### src/rtl/sensemi_regs_pkg.sv
// sensemi_regs_pkg
// Shared definitions for the sensemi register bank: word offsets of every
// mapped register, CTRL bit positions and the CTRL readback layout.
// No ports (package).

package sensemi_regs_pkg;

    // Word offsets (byte address >> 2)
    localparam int unsigned REG_ID_OFS         = 0;
    localparam int unsigned REG_VERSION_OFS    = 1;
    localparam int unsigned REG_SCRATCH_OFS    = 2;
    localparam int unsigned REG_CTRL_OFS       = 3;
    localparam int unsigned REG_STATUS_OFS     = 4;
    localparam int unsigned REG_IRQ_STATUS_OFS = 5;
    localparam int unsigned REG_IRQ_MASK_OFS   = 6;
    localparam int unsigned REG_EVENT_CNT_OFS  = 7;

    // CTRL bit positions
    localparam int unsigned CTRL_ENABLE_BIT   = 0;
    localparam int unsigned CTRL_SOFT_RST_BIT = 1;
    localparam int unsigned CTRL_CNT_CLR_BIT  = 2;
    localparam int unsigned CTRL_MODE_LSB     = 4;
    localparam int unsigned CTRL_MODE_W       = 4;

    // CTRL as seen on the bus; pulse bits and reserved bits always read 0
    typedef struct packed {
        logic [23:0] rsvd_hi;
        logic [3:0]  mode;
        logic        rsvd3;
        logic        cnt_clr;
        logic        soft_rst;
        logic        enable;
    } ctrl_reg_t;

endpackage

### src/rtl/sensemi_axi_regs_if.sv
// sensemi_axi_regs_if
// Simple register-access channel between the AXI-Lite front end (master) and
// the register bank (slave). Offsets are word offsets (ADDR_WIDTH-2 bits).
// Signals: wren/wr_offset/wdata (write strobe), rden/rd_offset (read strobe),
// rdata (registered read data from the slave, valid one cycle after rden).

interface sensemi_axi_regs_if #(
    parameter int unsigned ADDR_WIDTH = 13
);
    logic                  wren;
    logic [ADDR_WIDTH-3:0] wr_offset;
    logic [31:0]           wdata;
    logic                  rden;
    logic [ADDR_WIDTH-3:0] rd_offset;
    logic [31:0]           rdata;

    modport master (
        output wren, wr_offset, wdata, rden, rd_offset,
        input  rdata
    );

    modport slave (
        input  wren, wr_offset, wdata, rden, rd_offset,
        output rdata
    );
endinterface

### src/rtl/sensemi_sat_counter.sv
// sensemi_sat_counter
// Saturating up-counter with synchronous clear. Clear and increment in the
// same cycle yield 1 so the coincident event is not lost.
// Ports: clk_i, rst_ni (async active-low), inc_i, clr_i, count_o[WIDTH-1:0].

module sensemi_sat_counter #(
    parameter int unsigned WIDTH = 32
) (
    input  logic             clk_i,
    input  logic             rst_ni,
    input  logic             inc_i,
    input  logic             clr_i,
    output logic [WIDTH-1:0] count_o
);

    logic [WIDTH-1:0] count_q;
    logic [WIDTH-1:0] count_d;

    always_comb begin
        count_d = count_q;
        if (clr_i) begin
            count_d = inc_i ? WIDTH'(1) : '0;
        end else if (inc_i && (count_q != '1)) begin
            count_d = count_q + WIDTH'(1);
        end
    end

    always_ff @(posedge clk_i or negedge rst_ni) begin
        if (!rst_ni) begin
            count_q <= '0;
        end else begin
            count_q <= count_d;
        end
    end

    assign count_o = count_q;

endmodule

### src/rtl/sensemi_axi_regs_bank.sv
// sensemi_axi_regs_bank
// Register bank behind sensemi_axi_regs_if: ID, VERSION, SCRATCH, CTRL,
// STATUS, sticky IRQ_STATUS (W1C), IRQ_MASK and a saturating EVENT_CNT.
// Ports:
//   s_axi_aclk, s_axi_aresetn  clock / async active-low reset
//   regs                       register-access channel (slave side)
//   ctrl_enable_o, ctrl_mode_o CTRL fields
//   soft_rst_o                 one-cycle pulse after a write of CTRL[1]=1
//   status_i                   live status, read through STATUS
//   irq_event_i                per-source event pulses into IRQ_STATUS
//   cnt_event_i                EVENT_CNT increment strobe
//   irq_o                      registered OR of IRQ_STATUS & IRQ_MASK
// Build option: SENSEMI_REGS_CNT_CLR_ON_READ_EN makes a read of EVENT_CNT
// clear it; otherwise EVENT_CNT is cleared by writing CTRL[2]=1.

module sensemi_axi_regs_bank
    import sensemi_regs_pkg::*;
#(
    parameter int unsigned AXI_ADDR_WIDTH = 13,
    parameter int unsigned AXI_DATA_WIDTH = 32,
    parameter logic [31:0] BLOCK_ID       = 32'h5345_4E53,
    parameter logic [31:0] VERSION        = 32'h0001_0000,
    parameter int unsigned NUM_IRQ        = 8,
    parameter int unsigned STATUS_W       = 16,
    parameter int unsigned CNT_W          = 32
) (
    input  logic                 s_axi_aclk,
    input  logic                 s_axi_aresetn,
    sensemi_axi_regs_if.slave    regs,
    output logic                 ctrl_enable_o,
    output logic [3:0]           ctrl_mode_o,
    output logic                 soft_rst_o,
    input  logic [STATUS_W-1:0]  status_i,
    input  logic [NUM_IRQ-1:0]   irq_event_i,
    input  logic                 cnt_event_i,
    output logic                 irq_o
);

    localparam int unsigned OFS_W = AXI_ADDR_WIDTH - 2;

    if (AXI_DATA_WIDTH != 32) begin : g_bad_data_width
        $error("sensemi_axi_regs_bank: only AXI_DATA_WIDTH=32 is supported");
    end
    if (NUM_IRQ < 1 || NUM_IRQ > 32) begin : g_bad_num_irq
        $error("sensemi_axi_regs_bank: NUM_IRQ must be 1..32");
    end
    if (STATUS_W < 1 || STATUS_W > 32) begin : g_bad_status_w
        $error("sensemi_axi_regs_bank: STATUS_W must be 1..32");
    end
    if (CNT_W < 1 || CNT_W > 32) begin : g_bad_cnt_w
        $error("sensemi_axi_regs_bank: CNT_W must be 1..32");
    end

    logic [31:0]        scratch_q;
    logic               ctrl_enable_q;
    logic [3:0]         ctrl_mode_q;
    logic               soft_rst_q;
    logic [NUM_IRQ-1:0] irq_status_q;
    logic [NUM_IRQ-1:0] irq_status_d;
    logic [NUM_IRQ-1:0] irq_mask_q;
    logic               irq_q;
    logic [31:0]        rdata_q;
    logic [31:0]        rd_word;
    logic [CNT_W-1:0]   event_cnt;
    logic               cnt_clr;
    ctrl_reg_t          ctrl_rd;

    // Write decode
    logic wr_scratch, wr_ctrl, wr_irq_status, wr_irq_mask;

    assign wr_scratch    = regs.wren && (regs.wr_offset == OFS_W'(REG_SCRATCH_OFS));
    assign wr_ctrl       = regs.wren && (regs.wr_offset == OFS_W'(REG_CTRL_OFS));
    assign wr_irq_status = regs.wren && (regs.wr_offset == OFS_W'(REG_IRQ_STATUS_OFS));
    assign wr_irq_mask   = regs.wren && (regs.wr_offset == OFS_W'(REG_IRQ_MASK_OFS));

    // Event set is OR'd in after the W1C clear so a coincident event wins
    always_comb begin
        irq_status_d = irq_status_q;
        if (wr_irq_status) begin
            irq_status_d = irq_status_d & ~regs.wdata[NUM_IRQ-1:0];
        end
        irq_status_d = irq_status_d | irq_event_i;
    end

`ifdef SENSEMI_REGS_CNT_CLR_ON_READ_EN
    assign cnt_clr = regs.rden && (regs.rd_offset == OFS_W'(REG_EVENT_CNT_OFS));
`else
    assign cnt_clr = wr_ctrl && regs.wdata[CTRL_CNT_CLR_BIT];
`endif

    sensemi_sat_counter #(
        .WIDTH (CNT_W)
    ) u_event_cnt (
        .clk_i   (s_axi_aclk),
        .rst_ni  (s_axi_aresetn),
        .inc_i   (cnt_event_i),
        .clr_i   (cnt_clr),
        .count_o (event_cnt)
    );

    // Read mux; sees pre-write state so a same-cycle write is not visible
    always_comb begin
        ctrl_rd        = '0;
        ctrl_rd.enable = ctrl_enable_q;
        ctrl_rd.mode   = ctrl_mode_q;
        rd_word        = 32'h0;
        case (regs.rd_offset)
            OFS_W'(REG_ID_OFS):         rd_word = BLOCK_ID;
            OFS_W'(REG_VERSION_OFS):    rd_word = VERSION;
            OFS_W'(REG_SCRATCH_OFS):    rd_word = scratch_q;
            OFS_W'(REG_CTRL_OFS):       rd_word = ctrl_rd;
            OFS_W'(REG_STATUS_OFS):     rd_word = 32'(status_i);
            OFS_W'(REG_IRQ_STATUS_OFS): rd_word = 32'(irq_status_q);
            OFS_W'(REG_IRQ_MASK_OFS):   rd_word = 32'(irq_mask_q);
            OFS_W'(REG_EVENT_CNT_OFS):  rd_word = 32'(event_cnt);
            default:                    rd_word = 32'h0;
        endcase
    end

    always_ff @(posedge s_axi_aclk or negedge s_axi_aresetn) begin
        if (!s_axi_aresetn) begin
            scratch_q     <= '0;
            ctrl_enable_q <= 1'b0;
            ctrl_mode_q   <= '0;
            soft_rst_q    <= 1'b0;
            irq_status_q  <= '0;
            irq_mask_q    <= '0;
            irq_q         <= 1'b0;
            rdata_q       <= '0;
        end else begin
            if (wr_scratch) begin
                scratch_q <= regs.wdata;
            end
            if (wr_ctrl) begin
                ctrl_enable_q <= regs.wdata[CTRL_ENABLE_BIT];
                ctrl_mode_q   <= regs.wdata[CTRL_MODE_LSB +: CTRL_MODE_W];
            end
            soft_rst_q <= wr_ctrl && regs.wdata[CTRL_SOFT_RST_BIT];
            if (wr_irq_mask) begin
                irq_mask_q <= regs.wdata[NUM_IRQ-1:0];
            end
            irq_status_q <= irq_status_d;
            irq_q        <= |(irq_status_q & irq_mask_q);
            if (regs.rden) begin
                rdata_q <= rd_word;
            end
        end
    end

    assign regs.rdata    = rdata_q;
    assign ctrl_enable_o = ctrl_enable_q;
    assign ctrl_mode_o   = ctrl_mode_q;
    assign soft_rst_o    = soft_rst_q;
    assign irq_o         = irq_q;

endmodule

### src/flat_wrapper.sv
// flat-port wrapper written by rule: the top's interface ports become plain ports
module sensemi_axi_regs_bank_flat import sensemi_regs_pkg::*;
#(
    parameter int unsigned AXI_ADDR_WIDTH = 13,
    parameter int unsigned AXI_DATA_WIDTH = 32,
    parameter logic [31:0] BLOCK_ID       = 32'h5345_4E53,
    parameter logic [31:0] VERSION        = 32'h0001_0000,
    parameter int unsigned NUM_IRQ        = 8,
    parameter int unsigned STATUS_W       = 16,
    parameter int unsigned CNT_W          = 32
)
  (s_axi_aclk, s_axi_aresetn, ctrl_enable_o, ctrl_mode_o, soft_rst_o, status_i, irq_event_i, cnt_event_i, irq_o, regs_wren, regs_wr_offset, regs_wdata, regs_rden, regs_rd_offset, regs_rdata);
  sensemi_axi_regs_if #(.ADDR_WIDTH(13)) regs_i ();
  input  logic s_axi_aclk;
  input  logic s_axi_aresetn;
  output logic ctrl_enable_o;
  output logic [3:0] ctrl_mode_o;
  output logic soft_rst_o;
  input  logic [STATUS_W-1:0] status_i;
  input  logic [NUM_IRQ-1:0] irq_event_i;
  input  logic cnt_event_i;
  output logic irq_o;
  input wire logic [$bits(regs_i.wren)-1:0] regs_wren;
  input wire logic [$bits(regs_i.wr_offset)-1:0] regs_wr_offset;
  input wire logic [$bits(regs_i.wdata)-1:0] regs_wdata;
  input wire logic [$bits(regs_i.rden)-1:0] regs_rden;
  input wire logic [$bits(regs_i.rd_offset)-1:0] regs_rd_offset;
  output wire logic [$bits(regs_i.rdata)-1:0] regs_rdata;
  assign regs_i.wren = regs_wren;
  assign regs_i.wr_offset = regs_wr_offset;
  assign regs_i.wdata = regs_wdata;
  assign regs_i.rden = regs_rden;
  assign regs_i.rd_offset = regs_rd_offset;
  assign regs_rdata = regs_i.rdata;
  sensemi_axi_regs_bank #(.AXI_ADDR_WIDTH(AXI_ADDR_WIDTH), .AXI_DATA_WIDTH(AXI_DATA_WIDTH), .BLOCK_ID(BLOCK_ID), .VERSION(VERSION), .NUM_IRQ(NUM_IRQ), .STATUS_W(STATUS_W), .CNT_W(CNT_W)) u_core (.s_axi_aclk(s_axi_aclk), .s_axi_aresetn(s_axi_aresetn), .regs(regs_i), .ctrl_enable_o(ctrl_enable_o), .ctrl_mode_o(ctrl_mode_o), .soft_rst_o(soft_rst_o), .status_i(status_i), .irq_event_i(irq_event_i), .cnt_event_i(cnt_event_i), .irq_o(irq_o));
endmodule
### config.mk
export PLATFORM = sky130hd
export DESIGN_NAME = sensemi_axi_regs_bank_flat
export DESIGN_NICKNAME = d
export VERILOG_FILES = /design/src/rtl/sensemi_regs_pkg.sv /design/src/rtl/sensemi_axi_regs_if.sv /design/src/rtl/sensemi_sat_counter.sv /design/src/rtl/sensemi_axi_regs_bank.sv /design/src/flat_wrapper.sv
export SDC_FILE = /design/constraint.sdc
export NUM_CORES = 1
export LEC_CHECK = 0
export ABC_AREA = 1
export CAP_MARGIN = 10
export CORE_MARGIN = 5
export CORE_UTILIZATION = 45
export CTS_BUF_LIST = sky130_fd_sc_hd__clkbuf_4 sky130_fd_sc_hd__clkbuf_8
export DETAILED_ROUTE_END_ITERATION = 8
export GPL_TIMING_DRIVEN = 0
export PLACE_DENSITY = 0.7
export SYNTH_ARGS = -nofsm -noshare
export SYNTH_HDL_FRONTEND = slang
export SYNTH_SLANG_ARGS = --single-unit
### constraint.sdc
create_clock -name s_axi_aclk -period 2.98 [get_ports s_axi_aclk]
set_input_delay 0.596 -clock s_axi_aclk [delete_from_list [all_inputs] [get_ports s_axi_aclk]]
set_output_delay 0.596 -clock s_axi_aclk [all_outputs]
set_load 0.1 [all_outputs]
---- After elaboration in Yosys (flattened, before gate mapping) ----
Index checks and enable logic that the tools add are counted.
storage, ports and cells
  flip-flop bits (word level) ............. 119
  output and inout bits ................... 39
  logic and storage cells ................. 41
cells by class
  add/subtract/negate cells ............... 1
  eq/ne operators ......................... 12
  multiplexer cells ....................... 5
  bitwise logic cells ..................... 4
  reductions and logical operators ........ 10
operators with widths
  kind                                                              count
  32-bit case mux with 8 select lines                               1
  11-bit by 3-bit == test with 1-bit output, second input constant  6
  32-bit two-way mux                                                2
  11-bit by 2-bit == test with 1-bit output, second input constant  4
  32-bit by 1-bit adder with 32-bit output, second input constant   1
  32-bit inequality test, second input constant                     1
  8-bit AND                                                         2
  11-bit by 1-bit == test with 1-bit output, second input constant  1
  11-bit zero test                                                  1
  8-bit two-way mux                                                 1
  8-bit NOT                                                         1
  8-bit OR                                                          1
  8-bit OR reduction                                                1
  1-bit logical AND                                                 7
  2-bit nonzero test                                                1
  1-bit two-way mux                                                 1

---- Longest topological paths before layout ----
  word-level depth ........................ 4
  gate-level depth with buffers ........... 12

---- By module ----
Synthesis repeated with hierarchy kept, for this count alone.
second synthesis, totals
  cell total of the unflattened synthesis .. 942
  area total of the unflattened synthesis .. 6642.6 um^2
by module, submodules not included
  module                 instances  cells an instance  area an instance (um^2)
  sensemi_axi_regs_bank  1          595                4408.0
  sensemi_sat_counter    1          347                2234.6

---- Worst setup path before layout ----
No wires, ideal clock.
  path kind ............................... input port to flip-flop
  from .................................... input port regs_wr_offset[3]
  to ...................................... register u_core.u_event_cnt.count_q[14] (netlist: u_core.u_event_cnt.count_o[14])
  arrival ................................. 1.629 ns
  data required time ...................... 2.860 ns
  path slack .............................. 1.231 ns
  cell stages on the path ................. 9
  cells stage by stage .................... inv_1 > nand2_1 > nor3_1 > nand4_1 > nand2_4 > clkinv_4 > buf_8 > nand2_1 > nand2_1
between the ends
  word-level cells in the longest chain between the ends .. 4
  elaborated cells between the ends (all ways) .. 5
  classes of those cells .................. 1 x eq/ne; 1 x mux; 3 x reduce/logical
RTL lines
  item                                                      RTL line                     text
  start: declaration                                        flat_wrapper.sv:24           input wire logic [$bits(regs_i.wr_offset)-1:0] regs_wr_offset;
  11-bit by 2-bit == test with 1-bit output (*)             sensemi_axi_regs_bank.sv:72  assign wr_ctrl = regs.wren && (regs.wr_offset == OFS_W'(REG_CTRL_OFS));
  1-bit logical AND (*)                                     sensemi_axi_regs_bank.sv:72
  1-bit logical AND (*)                                     sensemi_axi_regs_bank.sv:88  assign cnt_clr = wr_ctrl && regs.wdata[CTRL_CNT_CLR_BIT];
  32-bit two-way mux or 2-bit nonzero test (tied branches)  -
  end signal: assignment                                    sensemi_sat_counter.sv:32    count_q <= count_d;
  end: declaration                                          sensemi_sat_counter.sv:16    logic [WIDTH-1:0] count_q;
Every way passes the cells marked *; elsewhere a longest branch is shown, timed or not.
A chain may end at the register's enable or synchronous reset.

---- Worst setup path in the final report ----
  from .................................... register u_core.ctrl_enable_q (netlist: u_core.ctrl_enable_o)
  to ...................................... output port ctrl_enable_o
RTL lines
  item                      RTL line                      text
  start: declaration        sensemi_axi_regs_bank.sv:55   logic ctrl_enable_q;
  start signal: assignment  sensemi_axi_regs_bank.sv:135  ctrl_enable_q <= regs.wdata[CTRL_ENABLE_BIT];
  end: declaration          flat_wrapper.sv:16            output logic ctrl_enable_o;
No word-level cell between the ends.

==> out/metrics.cfg <==
[clock_tree]
clock-sinks=119
htreeDepth=4
clockBufferDepth=2
cts_tree=built
ctsResizeCount=0
post_cts_buffers=0
insertion_delay_ps=450
cts_made_buffers=17
root_buffer=clkbuf_8
hold_buffers=0
clk_pin_slew_worst_paths_ps=80

[setup_path]
critical_path_class=flip-flop to primary output
arrival_ps=2060
crit_path_start_kind=flip-flop
cpPeakStageDelay_ps=1170
critical_path.top_delay_family=buffers and inverters
required_ps=2380
path_buf_inv=1
slowest_stage=clkdlybuf4s50_1
path_cells=clkdlybuf4s50_1
critPathCaptureType=primary output
cp_max_fo=3

[sta]
fin_worst_skew_ps=9.187
setup_viol=0
grt_setup_unrepaired=false
fin_ws_ps=325.4
whs_ps=35.73
fin_crit_sh=0.8908
slew_headroom=0.3279
hold_viol_final=0
fmax_mhz=376.7
period_needed_ps=2655
worstMarginPinSlew_ps=1005
slew_violations=0

[cells_and_area]
fin_nets=1101
final_area_mm2=0.008457
n_antenna_cell=0
syn_to_final_growth_pct=29.31
drive_above_1_share=0.07476
layout.cells.non_filler=1214
num-fill-cells=1346
final_util=0.5886

[global_route]
grt_pass1_wl_mm=31.95
grt_usage=0.2425
antenna_found_initial=0
grt-ovfl-total=0
grt_max_degree=82
grt_pass1_vias=6243

[die]
die_x_um=130.6
boundaryPins=122
die_area_mm2=0.01704
initial_utilization=0.4552
die-height_um=130.6
core_area_mm2=0.01437
num_rows=44

[yosys]
synth.top_cell.area_share=0.4553
synth_cells=878
synth.most_common_cell=nand2_1
ys_dominant_reg_cell=dfrtp_1
synthArstFlopShare=1.000
synth_area_mm2=0.006540
ys_seq_area_frac=0.4553
syn_nets=962
synthTopCellsByCount=304 x nand2_1, 119 x dfrtp_1, 103 x nand3_1
synth_cell_types=33
yosys.area.top_type=dfrtp_1
yosys_warnings=0
ys_ff_latch=119
synth-edff-count=0
syn_avg_cell_area_um2=7.449
netlist_top_cells_area=dfrtp_1 46%, nand2_1 17%, nand3_1 7.9%

[pwr]
p_leak_uw=0.004105
peakVddDrop_uv=333.1
p_per_area_mw_per_mm2=453.0

[drt]
wl_per_cell_um=16.66
ant_nets=0
viasPerCell=5.298
wl_mm=20.23
vias=6432
drt_iter0_drc=421
drt-pass1-iter-count=5
drc=0

[placement]
dp_slack_ps=322.8
placed_cell_area_mm2=0.007990
hpwl_mm=15.50
port_buffers=119
gp_congestion=0.9062
dp.cells=1182

[run_status]
status=finished clean

[run]
drv_cap=0

[min_path]
hold_class=input pin to async pin

==> through the flow <==
stage          setup TNS [ps]  total power [uW]
2_1_floorplan               0              1896
3_3_place_gp          -412610              2105
3_5_place_dp                0              2113
4_1_cts                     0              3850
5_1_grt                     0              3968
6_report                    0              3831
==> state kept, by name, indices dropped and copies added (netlist names) <==
name                        cells
u_core.irq_mask_q               8
u_core.irq_o                    1
u_core.regs.rdata              32
u_core.irq_status_q             8
u_core.ctrl_mode_o              4
u_core.u_event_cnt.count_o     32
u_core.scratch_q               32
u_core.ctrl_enable_o            1
u_core.soft_rst_o               1
==> power by group <==
part           switching, uW  internal, uW  total [uW]
combinational            200           169         369
clock                    730          1010        1740
sequential              66.3          1650        1720
total                    996          2830        3830
==> cell type report <==
class                      count  area, um^2  area share
sequential                   119        2978      0.3521
clock buffer                  18       241.5     0.02855
timing repair buffer         120        1220      0.1443
buffer                        31       152.6     0.01805
multi-input combinational    658        3142      0.3715
tap                          184       230.2     0.02722
inverter                      70       267.8     0.03166
clock inverter                14       225.2     0.02663
==> per-layer routing <==
layer / vias up / global-route usage / part of all wire
met1: 2984 / 0.3195 / 0.43
met3: 45 / 0.05894 / 0.072
met4: 0 / 0.1047 / 0.036
met2: 264 / 0.3825 / 0.46
met5: - / 0 / 0
li1: 3139 / - / -
==> placed cells by master (no fill, tap or decap), types with 17 or more instances in the layout <==
master,synthesis,routed
o21ai_1,17,17
clkdlybuf4s50_1,0,118
inv_1,67,67
nand4_1,30,30
mux2_1,17,17
nor2_1,93,93
clkbuf_8,0,17
o21ai_0,36,36
nand2_1,304,304
dfrtp_1,119,119
nand3_1,103,103
==> kinds of logic after synthesis <==
| family | synth area share |
|---|---|
| adder cells (fa/ha/maj) | 0.001913 |
| AND/OR/NAND/NOR | 0.3664 |
| XOR/XNOR | 0.01071 |
| AO/OA/AOI/OAI | 0.06007 |
| flip-flops | 0.4553 |
| multiplexers | 0.04132 |
| buffers and inverters | 0.06428 |
==> path summary, 6_finish.rpt <==
path / to / slack, ps / from / cells past startpoint
setup reg to reg: u_core.u_event_cnt.count_o[4] / 930 / u_core.u_event_cnt.count_o[0] / 11
setup / recovery: ctrl_enable_o / 330 / u_core.ctrl_enable_o / 1
max in group asynchronous: u_core.regs.rdata[3] / 2220 / s_axi_aresetn / 2
hold reg to reg: u_core.regs.rdata[11] / 480 / u_core.regs.rdata[11] / 2
min in group s_axi_aclk: u_core.regs.rdata[0] / 460 / regs_rden / 3
hold / removal: u_core.u_event_cnt.count_o[20] / 40 / s_axi_aresetn / 1
No activity file was read; power rests on OpenSTA's default activity.
